`config.mk`:
```
export PLATFORM = sky130hd
export DESIGN_NAME = arb_requester_flat
export DESIGN_NICKNAME = d
export VERILOG_FILES = /design/src/rtl/arb_pkg.sv /design/src/rtl/arb_requester_if.sv /design/src/rtl/arb_desc_fifo.sv /design/src/rtl/arb_requester.sv /design/src/flat_wrapper.sv
export SDC_FILE = /design/constraint.sdc
export NUM_CORES = 1
export LEC_CHECK = 0
export ABC_AREA = 1
export CAP_MARGIN = 10
export CORE_ASPECT_RATIO = 2
export CORE_MARGIN = 2
export CORE_UTILIZATION = 47
export CTS_CLUSTER_DIAMETER = 200
export DETAILED_ROUTE_END_ITERATION = 8
export HOLD_SLACK_MARGIN = 0.02
export PLACE_DENSITY_LB_ADDON = 0.15
export SYNTH_ARGS = -nofsm -noshare
export SYNTH_HDL_FRONTEND = slang
export SYNTH_SLANG_ARGS = --single-unit
```
`constraint.sdc`:
```
create_clock -name clk -period 2.1 [get_ports clk]
set_input_delay 0.42 -clock clk [delete_from_list [all_inputs] [get_ports clk]]
set_output_delay 0.42 -clock clk [all_outputs]
set_load 0.05 [all_outputs]
```
`src/rtl/arb_pkg.sv`:
```
// Shared types for the arbiter requester: FSM state encoding and burst descriptor.
package arb_pkg;

    localparam int unsigned ARB_AW = 16;
    localparam int unsigned ARB_LW = 4;

    typedef enum logic [1:0] {
        IDLE = 2'd0,
        REQ  = 2'd1,
        XFER = 2'd2
    } arb_req_state_t;

    typedef struct packed {
        logic [ARB_AW-1:0] addr;
        logic [ARB_LW-1:0] len;
    } arb_desc_t;

endpackage

```
`src/rtl/arb_requester_if.sv`:
```
// Descriptor intake, arbiter request/grant and burst bus of one requester port.
interface arb_requester_if #(
    parameter int unsigned AW    = 16,
    parameter int unsigned LW    = 4,
    parameter int unsigned DEPTH = 4
) ();
    localparam int unsigned CW = $clog2(DEPTH + 1);

    logic          desc_valid;
    logic          desc_ready;
    logic [AW-1:0] desc_addr;
    logic [LW-1:0] desc_len;
    logic          req;
    logic          gnt;
    logic          out_valid;
    logic          out_ready;
    logic [AW-1:0] out_addr;
    logic          out_last;
    logic          starve;
    logic [CW-1:0] fifo_count;

    // Requester side
    modport master (
        input  desc_valid, desc_addr, desc_len, gnt, out_ready,
        output desc_ready, req, out_valid, out_addr, out_last, starve, fifo_count
    );

    // Upstream / arbiter / bus side
    modport slave (
        output desc_valid, desc_addr, desc_len, gnt, out_ready,
        input  desc_ready, req, out_valid, out_addr, out_last, starve, fifo_count
    );
endinterface

```
`src/rtl/arb_desc_fifo.sv`:
```
// Synchronous descriptor FIFO; a push when full is dropped even with a same-cycle pop.
module arb_desc_fifo
    import arb_pkg::*;
#(
    parameter int unsigned DEPTH = 4
) (
    input  logic                         clk,
    input  logic                         rst,
    input  logic                         i_push,
    input  arb_desc_t                    i_push_desc,
    input  logic                         i_pop,
    output arb_desc_t                    o_head,
    output logic                         o_full,
    output logic                         o_empty,
    output logic [$clog2(DEPTH+1)-1:0]   o_count
);
    localparam int unsigned PW = $clog2(DEPTH);
    localparam int unsigned CW = $clog2(DEPTH + 1);

    arb_desc_t        r_mem [DEPTH];
    logic [PW-1:0]    r_wr_ptr;
    logic [PW-1:0]    r_rd_ptr;
    logic [CW-1:0]    r_count;
    logic             w_push_ok;
    logic             w_pop_ok;

    assign o_full    = (r_count == CW'(DEPTH));
    assign o_empty   = (r_count == '0);
    assign w_push_ok = i_push && !o_full;
    assign w_pop_ok  = i_pop && !o_empty;
    assign o_head    = r_mem[r_rd_ptr];
    assign o_count   = r_count;

    // Storage write; contents need no reset since the count gates reads
    always_ff @(posedge clk) begin
        if (w_push_ok) begin
            r_mem[r_wr_ptr] <= i_push_desc;
        end
    end

    // Pointer and occupancy tracking
    always_ff @(posedge clk) begin
        if (rst) begin
            r_wr_ptr <= '0;
            r_rd_ptr <= '0;
            r_count  <= '0;
        end else begin
            if (w_push_ok) r_wr_ptr <= r_wr_ptr + PW'(1);
            if (w_pop_ok)  r_rd_ptr <= r_rd_ptr + PW'(1);
            case ({w_push_ok, w_pop_ok})
                2'b10:   r_count <= r_count + CW'(1);
                2'b01:   r_count <= r_count - CW'(1);
                default: r_count <= r_count;
            endcase
        end
    end
endmodule

```
`src/rtl/arb_requester.sv`:
```
// Arbiter client front end: queues burst descriptors, requests the bus and plays bursts out.
module arb_requester
    import arb_pkg::*;
#(
    parameter int unsigned AW           = ARB_AW,
    parameter int unsigned LW           = ARB_LW,
    parameter int unsigned DEPTH        = 4,
    parameter int unsigned STARVE_LIMIT = 64
) (
    input  logic             clk,
    input  logic             rst,
    arb_requester_if.master  bus
);
    localparam int unsigned CW = $clog2(DEPTH + 1);
    localparam int unsigned SW = $clog2(STARVE_LIMIT + 1);

    arb_req_state_t r_state;
    arb_req_state_t w_state_nxt;
    logic [AW-1:0]  r_burst_addr;
    logic [LW-1:0]  r_beat_cnt;
    logic [SW-1:0]  r_starve_cnt;

    arb_desc_t      w_push_desc;
    arb_desc_t      w_head;
    logic           w_push;
    logic           w_grant;
    logic           w_beat_hs;
    logic           w_last_hs;
    logic           w_fifo_full;
    logic           w_fifo_empty;
    logic [CW-1:0]  w_fifo_count;

    assign w_push           = bus.desc_valid && !w_fifo_full;
    assign w_push_desc.addr = ARB_AW'(bus.desc_addr);
    assign w_push_desc.len  = ARB_LW'(bus.desc_len);
    assign w_grant          = (r_state == REQ) && bus.gnt;
    assign w_beat_hs        = (r_state == XFER) && bus.out_ready;
    assign w_last_hs        = w_beat_hs && (r_beat_cnt == '0);

    arb_desc_fifo #(.DEPTH(DEPTH)) u_fifo (
        .clk         (clk),
        .rst         (rst),
        .i_push      (w_push),
        .i_push_desc (w_push_desc),
        .i_pop       (w_grant),
        .o_head      (w_head),
        .o_full      (w_fifo_full),
        .o_empty     (w_fifo_empty),
        .o_count     (w_fifo_count)
    );

    // FSM state register
    always_ff @(posedge clk) begin
        if (rst) r_state <= IDLE;
        else     r_state <= w_state_nxt;
    end

    // FSM next state; a push on the last-beat edge keeps us requesting
    always_comb begin
        w_state_nxt = r_state;
        case (r_state)
            IDLE:    if (!w_fifo_empty) w_state_nxt = REQ;
            REQ:     if (bus.gnt)       w_state_nxt = XFER;
            XFER:    if (w_last_hs)     w_state_nxt = (!w_fifo_empty || w_push) ? REQ : IDLE;
            default: w_state_nxt = IDLE;
        endcase
    end

    // Burst address and remaining-beat counters
    always_ff @(posedge clk) begin
        if (rst) begin
            r_burst_addr <= '0;
            r_beat_cnt   <= '0;
        end else if (w_grant) begin
            r_burst_addr <= AW'(w_head.addr);
            r_beat_cnt   <= LW'(w_head.len);
        end else if (w_beat_hs) begin
            r_burst_addr <= r_burst_addr + AW'(1);
            r_beat_cnt   <= r_beat_cnt - LW'(1);
        end
    end

    // Starvation watchdog: saturating count of ungranted cycles in REQ
    always_ff @(posedge clk) begin
        if (rst || w_grant) begin
            r_starve_cnt <= '0;
        end else if ((r_state == REQ) && (r_starve_cnt != SW'(STARVE_LIMIT))) begin
            r_starve_cnt <= r_starve_cnt + SW'(1);
        end
    end

    assign bus.req        = (r_state == REQ);
    assign bus.out_valid  = (r_state == XFER);
    assign bus.out_addr   = r_burst_addr;
    assign bus.out_last   = (r_state == XFER) && (r_beat_cnt == '0);
    assign bus.starve     = (r_starve_cnt == SW'(STARVE_LIMIT));
    assign bus.desc_ready = !w_fifo_full;
    assign bus.fifo_count = w_fifo_count;
endmodule

```
`src/flat_wrapper.sv`:
```
// flat-port wrapper written by rule: the top's interface ports become plain ports
module arb_requester_flat import arb_pkg::*;
#(
    parameter int unsigned AW           = ARB_AW,
    parameter int unsigned LW           = ARB_LW,
    parameter int unsigned DEPTH        = 4,
    parameter int unsigned STARVE_LIMIT = 64
)
  (clk, rst, bus_desc_valid, bus_desc_addr, bus_desc_len, bus_gnt, bus_out_ready, bus_desc_ready, bus_req, bus_out_valid, bus_out_addr, bus_out_last, bus_starve, bus_fifo_count);
  arb_requester_if #(.AW(AW), .LW(LW), .DEPTH(DEPTH)) bus_i ();
  input  logic clk;
  input  logic rst;
  input wire logic [$bits(bus_i.desc_valid)-1:0] bus_desc_valid;
  input wire logic [$bits(bus_i.desc_addr)-1:0] bus_desc_addr;
  input wire logic [$bits(bus_i.desc_len)-1:0] bus_desc_len;
  input wire logic [$bits(bus_i.gnt)-1:0] bus_gnt;
  input wire logic [$bits(bus_i.out_ready)-1:0] bus_out_ready;
  output wire logic [$bits(bus_i.desc_ready)-1:0] bus_desc_ready;
  output wire logic [$bits(bus_i.req)-1:0] bus_req;
  output wire logic [$bits(bus_i.out_valid)-1:0] bus_out_valid;
  output wire logic [$bits(bus_i.out_addr)-1:0] bus_out_addr;
  output wire logic [$bits(bus_i.out_last)-1:0] bus_out_last;
  output wire logic [$bits(bus_i.starve)-1:0] bus_starve;
  output wire logic [$bits(bus_i.fifo_count)-1:0] bus_fifo_count;
  assign bus_i.desc_valid = bus_desc_valid;
  assign bus_i.desc_addr = bus_desc_addr;
  assign bus_i.desc_len = bus_desc_len;
  assign bus_i.gnt = bus_gnt;
  assign bus_i.out_ready = bus_out_ready;
  assign bus_desc_ready = bus_i.desc_ready;
  assign bus_req = bus_i.req;
  assign bus_out_valid = bus_i.out_valid;
  assign bus_out_addr = bus_i.out_addr;
  assign bus_out_last = bus_i.out_last;
  assign bus_starve = bus_i.starve;
  assign bus_fifo_count = bus_i.fifo_count;
  arb_requester #(.AW(AW), .LW(LW), .DEPTH(DEPTH), .STARVE_LIMIT(STARVE_LIMIT)) u_core (.clk(clk), .rst(rst), .bus(bus_i));
endmodule
```
[Yosys cells after proc, flatten, opt, wreduce, memory -nomap -nowiden]
Memory sizes are Yosys's and may differ from the RTL's. A register that Yosys moved wholly into a read port is not among the register bits.
Index checks and enable logic that the tools add are counted.
Widths: inputs -> output; s select.
Operators by class
  shift-type cells: 0
  add/sub/neg operators: 7
  divide/modulo/power cells: 0
  $mul: 0
  magnitude comparators: 0
  reduce and logical (&&, ||, !) cells: 18
  bitwise gates (word level): 0
  multiplexer cells: 14
  equal/unequal tests: 10
Operators with widths (number)
  $mux 16: 2
  $add 16x1->16 const B: 1
  $mux 2: 5
  $logic_and 1x1->1: 8
  $mux 4: 2
  $add 7x1->7 const B: 1
  $eq 7x7->1 const B: 1
  $ne 7x7->1 const B: 1
  $pmux 2 s3: 1
  $pmux 3 s2: 1
  $add 2x1->2 const B: 2
  $eq 2x1->1 const B: 2
  $eq 2x2->1 const B: 2
  $logic_not 4->1: 1
  $ne 2x2->1 const B: 2
  $reduce_bool 2->1: 2
  $sub 4x1->4 const B: 1
  $add 3x1->3 const B: 1
  $eq 3x3->1 const B: 1
  $logic_not 3->1: 1
  $mux 1: 3
  $reduce_and 3->1: 1
  $sub 3x1->3 const B: 1
  $logic_not 1->1: 2
  other kinds (3): 4
Word-level totals
  register bits after elaboration: 36
  memories: 1
  bits in read-only memories: 0
  output and inout bits: 24
  memory bits (writable): 80
  bits in latches: 0
  input port bits: 25
  logic and storage cells: 57
Memories
  u_core.u_fifo.r_mem: depth 4, bits a word 20, read ports 1, clocked after memory_dff 1, wr ports 1, RTL line arb_desc_fifo.sv:20  | arb_desc_t r_mem [DEPTH];

[Depth between registers and ports, before layout]
Gate-level depths: netlist of the first run.
  depth after elaboration: 7
  gate-level depth with buffers: 12
  mapped depth without buffers: 11

[Cells and area by module]
Synthesis of the first run repeated with hierarchy kept, for this count alone.
Second synthesis, totals
  cell total of the unflattened synthesis: 553
  area total of the unflattened synthesis: 5286.3 sq um
Modules (own cells, without submodules)
  arb_desc_fifo: sequential area each 2582.5 sq um, cells an instance 264, times used 1, area each 3439.5 sq um
  arb_requester: sequential area each 580.6 sq um, cells an instance 289, times used 1, area each 1846.8 sq um

[Least setup slack after synthesis of the first run]
Ideal clock, no wire load.
  path kind: register -> register
  from: register u_core.u_fifo.r_count[1] (netlist: u_core.u_fifo.o_count[1])
  to: memory u_core.u_fifo.r_mem[0][0] (netlist bit) (enable)
  setup slack: -765 ps
  clock period less this slack: 2865 ps
  arrival: 2468 ps
  path buffers: 0
  cell stages (with the launch flop): 5
  required time: 1703 ps
  library setup time: 397 ps
  cells stage by stage: dfxtp_1 > inv_1 > nand3_1 > nand2_1 > nor2_1
Between the ends
  word-level cells in the longest chain between the ends: 6
RTL lines
  from (decl): RTL line arb_desc_fifo.sv:23  | logic [CW-1:0] r_count;
  from (signal assigned): RTL line arb_desc_fifo.sv:51  | 2'b10: r_count <= r_count + CW'(1);
  from (signal assigned): RTL line arb_desc_fifo.sv:52  | 2'b01: r_count <= r_count - CW'(1);
  from (signal assigned): RTL line arb_desc_fifo.sv:53  | default: r_count <= r_count;
  $eq 3x3->1 *: RTL line arb_desc_fifo.sv:27  | assign o_full = (r_count == CW'(DEPTH));
  $logic_not 1->1 *
  named net bus_desc_ready: RTL line flat_wrapper.sv:18  | output wire logic [$bits(bus_i.desc_ready)-1:0] bus_desc_ready;
  $logic_and 1x1->1: RTL line arb_requester.sv:33  | assign w_push = bus.desc_valid && !w_fifo_full;
  $logic_and 1x1->1 *: RTL line arb_desc_fifo.sv:29  | assign w_push_ok = i_push && !o_full;
  $mux 1 *: RTL line arb_desc_fifo.sv:36  | if (w_push_ok) begin
  $mux 1 (not written as such) *: RTL line arb_desc_fifo.sv:37  | r_mem[r_wr_ptr] <= i_push_desc;
  to (decl): RTL line arb_desc_fifo.sv:20
Mark *: on every way through the listed nets, which the timed path passes. The rest lies on a longest branch.

[Worst setup path in the final report of the first run]
  from: register u_core.r_burst_addr[14] (netlist: u_core.bus.out_addr[14])
  to: output port bus_out_addr[14]
RTL lines
  from (decl): RTL line arb_requester.sv:19  | logic [AW-1:0] r_burst_addr;
  from (signal assigned): RTL line arb_requester.sv:75  | r_burst_addr <= AW'(w_head.addr);
  from (signal assigned): RTL line arb_requester.sv:78  | r_burst_addr <= r_burst_addr + AW'(1);
  to (decl): RTL line flat_wrapper.sv:21  | output wire logic [$bits(bus_i.out_addr)-1:0] bus_out_addr;
No word-level cell between the ends.

==> flow_summary_export.csv, run 1 <==
group,metric,value,unit
worst_setup_path,critPathLaunch,"u_core.bus.out_addr[14]",
cells_and_area,layout-drive-gt1-share,11.9,%
route,top_layer,"met4",
worst_setup_path,crit_cells,1,
grt,grt_pass1_vias,4118,
grt,grt_pass1_wl,19100,um
placed_design,dp.cells,740,
worst_setup_path,reg2regPathDepth,11,
floorplan,io_pins,49,
grt,overflow,0,
worst_setup_path,critPathArrivalTime,1.62,ns
worst_setup_path,rrSetupSlack,0.33,ns
floorplan,initial_core_util,48.4,%
status,status,"finished clean",
timing,setup_viol,0,
route,drc_errors,0,
route,num_vias,4009,
route,drt-vias-per-instance,5.21,
cells_and_area,nNetsFinal,655,
clock_network,clk_latency,0.40,ns
worst_setup_path,critPathSlowestCell,"clkdlybuf4s50_1",
timing,clock-skew-final,0.00786,ns
timing,rsz0062_at_grt,"no",
timing,relSlewSlack,60.1,%
clock_network,cts_tree,"built",
placed_design,hpwlAfterDp,7480,um
pwr,power.share.clock,34.4,%
pwr,max-vdd-ir-drop,901,uV
worst_setup_path,r2r-end,"u_core.u_fifo.o_count[2]",
worst_setup_path,required,1.68,ns
pwr,comb_power_share,27.0,%
yosys,synth_edf_count,80,
yosys,ys_seq_area_share,59.7,%
yosys,syn-num-nets,592,
yosys,synth_flop_cell,"edfxtp_1",
route,routed_wl,11500,um
yosys,yosysTopAreaCellShare,45.3,%
grt,antenna_found_initial,0,
clock_network,clock-sinks,118,
yosys,synth.most_common_cell,"nand2_1",
worst_setup_path,path_cells,"clkdlybuf4s50_1",
floorplan,core_area,10900,um2
worst_setup_path,critPathMaxFanout,5,
floorplan,dieArea,12200,um2
yosys,ys_ff_latch,118,
job,timing.max_cap.violations,0,
worst_setup_path,slowest_delay,0.83,ns
worst_hold_path,min_path_type,"flop to flop",
pwr,swShare,33.0,%
floorplan,rows,54,
timing,min_period,2.04,ns
route,wl_met3,352,um
route,ant_nets,0,
worst_setup_path,endpoint,"bus_out_addr[14]",
placed_design,gp_congestion,0.800,
grt,grt_usage,20.2,%
route,drt_iter0_markers,237,
clock_network,numCtsBuffers,17,
yosys,yosys.area.top_type,"edfxtp_1",
route,wl_met1,4520,um
worst_setup_path,reg2reg_from,"u_core.r_state[0]",
yosys,postSynthAreaPerCell,9.54,um2
clock_network,root_buffer,"clkbuf_16",
grt,grt_max_degree,41,
pwr,power_switching,0.00255,W
floorplan,die_y,154,um
cells_and_area,stdcell_count,770,
pwr,p_per_area,1160,nW/um2
yosys,synthArstFlopShare,0,%
worst_setup_path,cp-end-kind,"output pin",
clock_network,clk_pin_slew_worst_paths,0.05,ns
worst_setup_path,worstSetupPathType,"flop to output pin",
yosys,syn_inst,556,
pwr,leakage,2.69,nW
pwr,power_frac_seq,38.6,%
pwr,internal_power,0.00518,W
clock_network,postCtsHoldBufs,0,
timing,finalHoldViolCount,0,
timing,drv_slew,0,
cells_and_area,fin_util,60.7,%
cells_and_area,diodes,0,
route,met2_length,6490,um
yosys,synthTopCellsByCount,"115 x nand2_1, 80 x edfxtp_1, 57 x nor2_1",
yosys,synth_area_leaders,"edfxtp_1 45%, dfxtp_1 14%, nand2_1 8.1%",
worst_setup_path,cp_num_buf_inv,1,
clock_network,htree_levels,4,
placed_design,placement.io_buffers,48,
timing,timing.final.crit_share,97.1,%
clock_network,clock_path_buffers,2,
worst_setup_path,crit_family,"buffers and inverters",
route,wl_per_cell,14.9,um
yosys,netlist-cell-type-count,34,
timing,fmax,490,MHz
worst_setup_path,start_kind,"flop",
yosys,synthesis.area,5300,um2
timing,tightest_slew,0.597,ns
floorplan,die_x,79.1,um
route,dr.pass1.iters,4,
yosys,ys_warn_count,0,
cells_and_area,syn2layout_area_growth,25.4,%
==> cell type report <==
class                      count  area [um2]
fill                         942        4300
sequential                   118        3170
multi-input combinational    366        1870
timing repair buffer          65         701
clock buffer                  18         429
inverter                      51         191
tap                          140         175
clock inverter                12         114
==> power groups by stage <==
stage                     combinational (W)  clock (W)  sequential [W]
after floorplan                     0.00110          0         0.00335
after global placement              0.00205          0         0.00302
after detailed placement            0.00210          0         0.00303
after CTS                           0.00211    0.00271         0.00298
after global routing                0.00230    0.00280         0.00302
final                               0.00209    0.00266         0.00298
==> metal layers <==
| layer | vias to the layer above | track usage [%] |
|---|---|---|
| met4 | 0 | 7.39 |
| li1 | 2007 | - |
| met1 | 1916 | 22.3 |
| met2 | 80 | 37.2 |
| met3 | 6 | 4.20 |
| met5 | - | 0 |
==> cell families (layout without fill, tap and decap cells) <==
logic type      count (synthesis)  count (layout)  share of synthesized area, %
compound gates                103             103                          10.1
flops                         118             118                          59.7
fa+ha+maj                      11              11                          2.74
buf+inv                        72             146                          5.97
xor+xnor                       10              10                          1.65
simple gates                  242             242                          19.9
==> per-stage QoR <==
step	hold slack, ns	area, um2	setup slack, ns	setup TNS (ns)	power, W
2_1_floorplan	0.442	5350	0.00344	0	0.00446
3_3_place_gp	0.452	6080	-0.0366	-0.0366	0.00507
3_5_place_dp	0.457	6080	-0.0544	-0.0544	0.00513
4_1_cts	0.465	6620	0.00577	0	0.00780
5_1_grt	0.489	6650	0.0102	0	0.00813
6_report	0.462	6650	0.0599	0	0.00773
==> cell usage in the layout, fill, tap and decap left out, types with 2 or more instances in the layout <==
cell,netlist,final
xor2_1,8,8
a21oi_1,35,35
edfxtp_1,80,80
nand3_1,49,48
nor2_2,1,5
nor2_4,2,2
clkinv_1,0,2
ha_1,10,9
clkinv_2,0,6
bufinv_16,0,2
o21bai_1,2,2
buf_12,0,7
inv_1,49,49
clkdlybuf4s50_1,0,30
dlymetal6s2s_1,0,9
o22ai_1,5,5
nand2_2,4,5
o21ai_0,56,54
buf_4,3,15
nand4_1,7,7
o21ai_1,1,3
dlygate4sd2_1,0,4
nand2_1,115,114
nor2_1,57,53
dfxtp_1,38,34
nor3_2,1,2
clkbuf_16,0,17
dfxtp_2,0,3
inv_2,2,2
xnor2_1,2,2
==> sequential cells by signal, indices dropped and copies added, names as in the netlist, named ones only <==
register / cells
u_core.u_fifo.r_wr_ptr: 2
u_core.r_starve_cnt: 7
u_core.bus.out_addr: 16
u_core.r_state: 2
u_core.u_fifo.r_rd_ptr: 2
u_core.u_fifo.o_count: 3
u_core.r_beat_cnt: 4
u_core.u_fifo.r_mem: 80
==> how the worst min path moves through the flow <==
stage                                to  cells after the start                 startpoint  slack [ns]
2_1_floorplan                      flop                      2  u_core.u_fifo.r_rd_ptr[1]        0.44
3_3_place_gp   u_core.u_fifo.o_count[0]                      1   u_core.u_fifo.o_count[0]        0.45
3_5_place_dp   u_core.u_fifo.o_count[0]                      1   u_core.u_fifo.o_count[0]        0.46
4_1_cts        u_core.u_fifo.o_count[0]                      1   u_core.u_fifo.o_count[0]        0.47
5_1_grt        u_core.u_fifo.o_count[0]                      1   u_core.u_fifo.o_count[0]        0.49
6_report       u_core.u_fifo.o_count[0]                      1   u_core.u_fifo.o_count[0]        0.46
==> timing repair <==
item / 4_1_cts / 5_1_grt
gates resized for setup: 4 / 10
buffers inserted: 0 / 0
pin swaps: 0 / 0
hold endpoints to repair: 0 / 0
setup endpoints to repair: 4 / 10
No activity file was read; power rests on OpenSTA's default activity.
==> run 2, diff against run 1 <==
- SLEW_MARGIN: unset -> 10
==> results of run 2 <==
Same layout as run 1: the final DEF is identical, and so are final timing and power.
==> run 3, diff against run 2 <==
- GPL_TIMING_DRIVEN: unset -> 0
==> flow_summary_export.csv, run 3 (same netlist as run 1, synthesis figures left out) <==
group,metric,value,unit
floorplan,rows,54,
worst_setup_path,critPathArrivalTime,1.62,ns
grt,grt_pass1_vias,4018,
placed_design,gp_congestion,0.876,
floorplan,die_x,79.1,um
route,routed_wl,12200,um
worst_setup_path,slowest_delay,0.83,ns
placed_design,hpwlAfterDp,8530,um
cells_and_area,layout-drive-gt1-share,12.0,%
route,drc_errors,0,
timing,min_period,2.04,ns
worst_setup_path,start_kind,"flop",
timing,clock-skew-final,0.00695,ns
placed_design,placement.io_buffers,48,
grt,grt_pass1_wl,19100,um
grt,grt_util_met3,4.61,%
grt,grt_usage,20.9,%
pwr,leakage,2.68,nW
floorplan,core_area,10900,um2
grt,grt.met2_usage,38.9,%
worst_setup_path,cp-end-kind,"output pin",
grt,top_usage_layer,"met2",
clock_network,clk_pin_slew_worst_paths,0.05,ns
worst_setup_path,required,1.68,ns
grt,met1_usage,21.0,%
route,dr.pass1.iters,5,
route,wl_per_cell,15.7,um
route,drt-vias-per-instance,5.22,
placed_design,dp_slack,-0.453,ns
floorplan,initial_core_util,48.4,%
cells_and_area,regMostFlops,"u_core.u_fifo.r_mem",
worst_setup_path,crit_family,"buffers and inverters",
timing,fmax,489,MHz
pwr,max-vdd-ir-drop,814,uV
timing,setup_viol,0,
clock_network,clock_path_buffers,2,
timing,setup_slack,0.0561,ns
floorplan,die_y,154,um
clock_network,root_buffer,"clkbuf_16",
worst_setup_path,cp_num_buf_inv,1,
route,num_vias,4072,
clock_network,cts_tree,"built",
cells_and_area,nNetsFinal,663,
floorplan,io_pins,49,
pwr,p_per_area,1190,nW/um2
worst_setup_path,critPathMaxFanout,5,
timing,relSlewSlack,53.3,%
timing,finalHoldViolCount,0,
clock_network,clk_latency,0.41,ns
timing,rsz0062_at_grt,"yes",
route,drt_iter0_markers,232,
cells_and_area,final_common_cell,"nand2_1",
worst_setup_path,path_cells,"clkdlybuf4s50_1",
timing,drv_slew,0,
clock_network,numCtsBuffers,17,
timing,tightest_slew,0.699,ns
timing,setup_tns,0,ns
status,status,"finished clean",
route,ant_nets,0,
clock_network,clock-sinks,118,
cells_and_area,largest_reg_flops,80,
floorplan,dieArea,12200,um2
worst_setup_path,rrSetupSlack,0.09,ns
worst_setup_path,worstSetupPathType,"flop to output pin",
cells_and_area,syn2layout_area_growth,25.4,%
job,timing.max_cap.violations,0,
worst_setup_path,critPathSlowestCell,"clkdlybuf4s50_1",
timing,timing.final.crit_share,97.3,%
worst_hold_path,min_path_type,"flop to flop",
cells_and_area,layout_common_cells,"114 x nand2_1, 80 x edfxtp_1, 54 x o21ai_0",
clock_network,postCtsHoldBufs,0,
grt,antenna_found_initial,0,
grt,grt_max_degree,21,
clock_network,htree_levels,4,
cells_and_area,diodes,0,
grt,overflow,0,
-- run 3: final cells by class --
class                           count  area (um2)
Tap cell                          140         175
Sequential cell                   118        3170
Inverter                           51         191
Multi-Input combinational cell    366        1900
Fill cell                         942        4300
Clock inverter                     15         161
Buffer                             20         114
Clock buffer                       17         425
Timing Repair Buffer               53         517
-- run 3: repair_timing --
action,4_1_cts,5_1_grt
endpoints found under the setup margin,71,11
gates resized for setup,20,16
endpoints found under the hold margin,0,0
setup buffers,0,5
pin swaps,0,5
-- run 3: per-stage QoR --
stage | instances | total power [W] | hold slack (ns) | utilization [%] | instance area (um2)
6_report | 780 | 0.00792 | 0.468 | 60.8 | 6650
5_1_grt | 780 | 0.00831 | 0.490 | 60.8 | 6650
4_1_cts | 776 | 0.00795 | 0.470 | 60.3 | 6600
3_5_place_dp | 744 | 0.00512 | 0.463 | 54.9 | 6010
3_3_place_gp | 744 | 0.00507 | 0.458 | 54.9 | 6010
2_1_floorplan | 556 | 0.00446 | 0.442 | - | 5350
-- run 3: path summary, 6_finish.rpt --
check | startpoint | end | cells after the start
hold reg to reg | u_core.r_starve_cnt[6] | u_core.r_starve_cnt[6] | 2
setup reg to reg | u_core.r_state[0] | u_core.u_fifo.o_count[2] | 11
hold / removal | u_core.r_starve_cnt[6] | u_core.r_starve_cnt[6] | 2
setup / recovery | u_core.bus.out_addr[14] | bus_out_addr[14] | 1
-- run 3: report_power, final --
group | total [W] | internal [W] | leakage [nW] | switching (W)
sequential | 0.00299 | 0.00275 | 1.05 | 0.000233
clock | 0.00285 | 0.00184 | 0.273 | 0.00101
combinational | 0.00209 | 0.000693 | 1.36 | 0.00139
-- run 3: per-layer routing --
layer	wire length [um]	share of wire (%)
met1	4540	37
met5	0	0
met3	411	3.4
met2	6960	57
met4	306	2.5
